$ cat config.mk
export PLATFORM = sky130hd
export DESIGN_NAME = alu_ctrl_seq
export DESIGN_NICKNAME = d
export VERILOG_FILES = /design/src/rtl/alu_ctrl_seq.sv
export SDC_FILE = /design/constraint.sdc
export NUM_CORES = 1
export LEC_CHECK = 0
export ABC_AREA = 1
export BUFFER_PORTS_ARGS = -buffer_cell sky130_fd_sc_hd__clkbuf_2
export CAP_MARGIN = 10
export CORE_UTILIZATION = 42
export CTS_CLUSTER_DIAMETER = 50
export DETAILED_ROUTE_END_ITERATION = 10
export PLACE_DENSITY = 0.69
export SYNTH_ARGS = -nofsm -noshare
export SYNTH_HDL_FRONTEND = slang
export SYNTH_SLANG_ARGS = --single-unit
$ cat constraint.sdc
create_clock -name clk -period 1.33 [get_ports clk]
set_input_delay 0.266 -clock clk [delete_from_list [all_inputs] [get_ports clk]]
set_output_delay 0.266 -clock clk [all_outputs]
set_load 0.1 [all_outputs]
$ cat src/rtl/alu_ctrl_seq.sv
// ALU control decoder with valid/ready handshake, registered outputs and an
// iterative shifter that moves STEP bits per cycle for sll/srl.
//
// state | meaning
// IDLE  | no result pending, ready for a request
// SHIFT | shift in progress, cnt_q bits still to go
// HOLD  | result presented on outputs until consumed
module alu_ctrl_seq #(
  parameter int DATA_W  = 32,
  parameter int SHAMT_W = 5,
  parameter int STEP    = 1
) (
  input  logic               clk,
  input  logic               rst_n,
  input  logic               in_valid,
  output logic               in_ready,
  input  logic [1:0]         aluop,
  input  logic [5:0]         funct,
  input  logic [SHAMT_W-1:0] shamt,
  input  logic [DATA_W-1:0]  a,
  output logic               out_valid,
  input  logic               out_ready,
  output logic [2:0]         gout,
  output logic               is_shift,
  output logic [DATA_W-1:0]  shift_res,
  output logic               illegal
);

  // Wide enough to hold both the counter and STEP, which may equal DATA_W.
  localparam int CW = $clog2(DATA_W + 1);
  localparam logic [CW-1:0] STEP_C = CW'(STEP);

  typedef enum logic [1:0] {S_IDLE, S_SHIFT, S_HOLD} state_t;

  state_t             state_q, state_d;
  logic [SHAMT_W-1:0] cnt_q, cnt_d;
  logic [DATA_W-1:0]  sh_q, sh_d;
  logic [2:0]         gout_q, gout_d;
  logic               is_shift_q, is_shift_d;
  logic               illegal_q, illegal_d;

  logic [2:0]         dec_code;
  logic               dec_shift;
  logic               dec_illegal;
  logic               accept;
  logic [CW-1:0]      cnt_ext;
  logic [CW-1:0]      step_amt;

  // Decode aluop/funct into the ALU control code; unknown funct falls back to add.
  always_comb begin
    dec_code    = 3'b010;
    dec_shift   = 1'b0;
    dec_illegal = 1'b0;
    if (aluop != 2'b00) begin
      case (funct)
        6'b100000: dec_code = 3'b010;
        6'b100010: dec_code = 3'b110;
        6'b100100: dec_code = 3'b000;
        6'b100101: dec_code = 3'b001;
        6'b101010: dec_code = 3'b111;
        6'b000000: begin
          if (aluop == 2'b10) begin
            dec_code  = 3'b101;
            dec_shift = 1'b1;
          end else begin
            dec_illegal = 1'b1;
          end
        end
        6'b000010: begin
          if (aluop == 2'b10) begin
            dec_code  = 3'b100;
            dec_shift = 1'b1;
          end else begin
            dec_illegal = 1'b1;
          end
        end
        default: dec_illegal = 1'b1;
      endcase
    end
  end

  // State and result registers with synchronous active-low reset.
  always_ff @(posedge clk) begin
    if (!rst_n) begin
      state_q    <= S_IDLE;
      cnt_q      <= '0;
      sh_q       <= '0;
      gout_q     <= '0;
      is_shift_q <= 1'b0;
      illegal_q  <= 1'b0;
    end else begin
      state_q    <= state_d;
      cnt_q      <= cnt_d;
      sh_q       <= sh_d;
      gout_q     <= gout_d;
      is_shift_q <= is_shift_d;
      illegal_q  <= illegal_d;
    end
  end

  // Next state: load on accept, shift min(STEP, cnt) per cycle, release on consume.
  always_comb begin
    state_d    = state_q;
    cnt_d      = cnt_q;
    sh_d       = sh_q;
    gout_d     = gout_q;
    is_shift_d = is_shift_q;
    illegal_d  = illegal_q;
    accept     = in_valid && in_ready;
    cnt_ext    = CW'(cnt_q);
    step_amt   = (cnt_ext < STEP_C) ? cnt_ext : STEP_C;
    case (state_q)
      S_IDLE, S_HOLD: begin
        if (accept) begin
          gout_d     = dec_code;
          is_shift_d = dec_shift;
          illegal_d  = dec_illegal;
          if (dec_shift && (shamt != '0)) begin
            state_d = S_SHIFT;
            sh_d    = a;
            cnt_d   = shamt;
          end else begin
            state_d = S_HOLD;
            sh_d    = dec_shift ? a : '0;
            cnt_d   = '0;
          end
        end else if (state_q == S_HOLD && out_ready) begin
          state_d = S_IDLE;
        end
      end
      S_SHIFT: begin
        // sll is the only left shift; srl is the only other shift code.
        sh_d  = (gout_q == 3'b101) ? (sh_q << step_amt) : (sh_q >> step_amt);
        cnt_d = cnt_q - SHAMT_W'(step_amt);
        if (cnt_ext <= STEP_C) begin
          state_d = S_HOLD;
        end
      end
      default: state_d = S_IDLE;
    endcase
  end

  // Handshake outputs from the current state.
  always_comb begin
    in_ready  = (state_q == S_IDLE) || ((state_q == S_HOLD) && out_ready);
    out_valid = (state_q == S_HOLD);
  end

  assign gout      = gout_q;
  assign is_shift  = is_shift_q;
  assign shift_res = sh_q;
  assign illegal   = illegal_q;

endmodule

==> impl_metrics.json <==
{
  "placed_cells": 740,
  "max-vdd-ir-drop_mv": 0.468,
  "finalMaxSlewViolations": 0,
  "overflow": 0,
  "firstDrtPassIters": 5,
  "groute.usage.overall_pct": 26.7,
  "rows": 30,
  "port_buffers": 87,
  "grt_use_met1_pct": 36.2,
  "relSlewSlack_pct": 84.5,
  "fin_area_sq_mm": 0.00499,
  "startpoint_type": "flop",
  "status": "finished with violations",
  "top_usage_layer": "met2",
  "grt_pass1_vias": 3508,
  "gp_congestion": 0.900,
  "final_cell_mix": "150 x nand2_1, 77 x nand3_1, 72 x inv_1, 65 x nor2_1, 48 x clkbuf_2",
  "grt_max_degree": 31,
  "clkTransAtPathRegs_ns": 0.09,
  "min_period_over_period_pct": 105,
  "final_common_cell": "nand2_1",
  "antenna_cells": 0,
  "dpl_cell_area_sq_mm": 0.00455,
  "hpwlAfterDp_mm": 7.13,
  "avgSynthCellArea_sq_um": 5.67,
  "power_density_mw_per_mm2": 705,
  "grt_first_pass_wirelength_mm": 16.2,
  "dieArea_sq_mm": 0.00768,
  "core_sq_mm": 0.00694,
  "fp.dieW_microns": 87.6,
  "hold_path_class": "input pin to flop",
  "nFillCells": 521,
  "antenna_found_initial": 0,
  "setup_ws_ns": -0.0727,
  "multi_input_area_sq_mm": 0.00189,
  "cts_max_level": 2,
  "critPathRequiredTime_ns": 1.57,
  "area_growth_pct": 62.0,
  "seq_area_sq_um": 942,
  "postRouteAntennaNets": 0,
  "ys_types": 28,
  "clock_latency_ns": 0.30,
  "wirelength_mm": 10.6,
  "die_y_microns": 87.6,
  "clk_path_buf_depth": 2,
  "drc_errors": 0,
  "tightest_slew_ns": 0.230,
  "setup.worst_path.end_class": "flop",
  "routedWlPerCell_microns": 13.9,
  "hold_viol_final": 0,
  "drtIter0Drc": 420,
  "cts.sinks": 44,
  "synth-seq-cells": 44,
  "final.setup_skew_ns": 0.00498,
  "fmax_mhz": 713,
  "initial_utilization_pct": 44.3,
  "grt_use_met3_pct": 3.77,
  "ys_async_sr_fraction_pct": 0,
  "setup_viol": 20,
  "cts_tree": "yes",
  "yosys_warnings": 0,
  "syn-instance-count": 543,
  "synth_flop_cell": "dfxtp_1",
  "post-route-min-period_ns": 1.40,
  "crit_arrival_ns": 1.64,
  "drive_gt1_share_pct": 36.0,
  "rsz0062_at_grt": "yes",
  "cts_root_buffer": "clkbuf_8",
  "via_per_inst": 5.18,
  "worstSetupPathType": "flop to flop",
  "whs_ns": 0.229,
  "vias": 3953,
  "grt_use_met2_pct": 43.4,
  "yosysSeqAreaShare_pct": 28.6,
  "violations": "setup timing",
  "finalPower_w": 0.00352,
  "crit_fanout": 6,
  "cap_violations": 0,
  "synth_area_sq_mm": 0.00308,
  "power_leakage_nw": 2.48,
  "layoutNonFillerInstCount": 763,
  "synth_edf_count": 0,
  "nets": 717,
  "cts_buffers": 5,
  "synth_nets": 593,
  "ios": 88
}
[critical path: stages, from the launching register on]
cell and delay, ns:
dfxtp_2 0.35, nor2_4 0.17, nand3_4 0.15, buf_4 0.17, o21ai_1 0.20, inv_1 0.10, nand3_1 0.09, nand2_1 0.05
inv_1 0.06
[stage by stage]
stage                     utilization (%)  worst slack, ns  setup TNS (ns)
after floorplan                         -          -0.0786           -1.35
after global placement               65.5          -0.0844           -1.78
after detailed placement             65.5           -0.117           -2.92
after CTS                            68.2          -0.0286         -0.0473
after global routing                 71.8           -0.152           -3.55
final                                71.8          -0.0727          -0.607
[sequential cells by signal, indices dropped and copies added (netlist names)]
register / flops
shift_res: 32
cnt_q: 5
gout: 3
state_q: 2
illegal: 1
is_shift: 1
[worst paths after layout]
path,startpoint,to,slack [ns],depth (start not counted)
max,cnt_q[2]$_SDFFE_PN0P_,shift_res[31]$_SDFFE_PN0P_,-0.07,8
min,shamt[1],cnt_q[1]$_SDFFE_PN0P_,0.23,3
max reg2reg,cnt_q[2]$_SDFFE_PN0P_,shift_res[31]$_SDFFE_PN0P_,-0.07,8
min reg2reg,shift_res[30]$_SDFFE_PN0P_,shift_res[30]$_SDFFE_PN0P_,0.52,2
[cell type report]
class	count	share of cell area (%)
timing repair buffer	144	32.5
sequential	44	18.9
inverter	81	6.25
tap	96	2.41
clock buffer	7	1.93
multi-input combinational	391	38.0
[power breakdown]
| part | leakage, nW | switching [W] | internal [W] | total (W) |
|---|---|---|---|---|
| clock network | 0.0503 | 0.000470 | 0.000464 | 0.000933 |
| registers | 0.378 | 0.0000661 | 0.00136 | 0.00143 |
| logic | 2.06 | 0.000697 | 0.000458 | 0.00116 |
| total | 2.48 | 0.00123 | 0.00228 | 0.00352 |
[Yosys cell counts (all sizes together), types with 8 or more instances]
| library cell | instances | area [sq um] |
|---|---|---|
| nand2 | 163 | 614 |
| nand3 | 83 | 438 |
| inv | 81 | 304 |
| nor2 | 75 | 309 |
| dfxtp | 44 | 881 |
| o21ai | 37 | 196 |
| buf | 20 | 115 |
| a21oi | 14 | 70.1 |
| nand4 | 10 | 62.6 |
| clkbuf | 8 | 30.0 |
[cells by family after synthesis]
logic type	Yosys count	synth area share (%)
and+or+nand+nor	334	46.9
buffers and inverters	109	14.6
adders and majority gates	1	0.406
AOI/OAI and AO/OA	55	9.55
DFF	44	28.6
[per-layer routing]
metal | routed length, microns | part of all wire [%]
met5 | 0 | 0
met4 | 246 | 2.3
met1 | 4580 | 43
met2 | 5000 | 47
met3 | 790 | 7.4
[what timing repair did]
item / 4_1_cts / 5_1_grt
gates cloned: 1 / 3
gates resized for setup: 20 / 36
pin swaps: 6 / 15
setup endpoints to repair: 36 / 40
setup buffers: 4 / 9
hold buffers: 0 / 0
No activity file was read; power rests on OpenSTA's default activity.
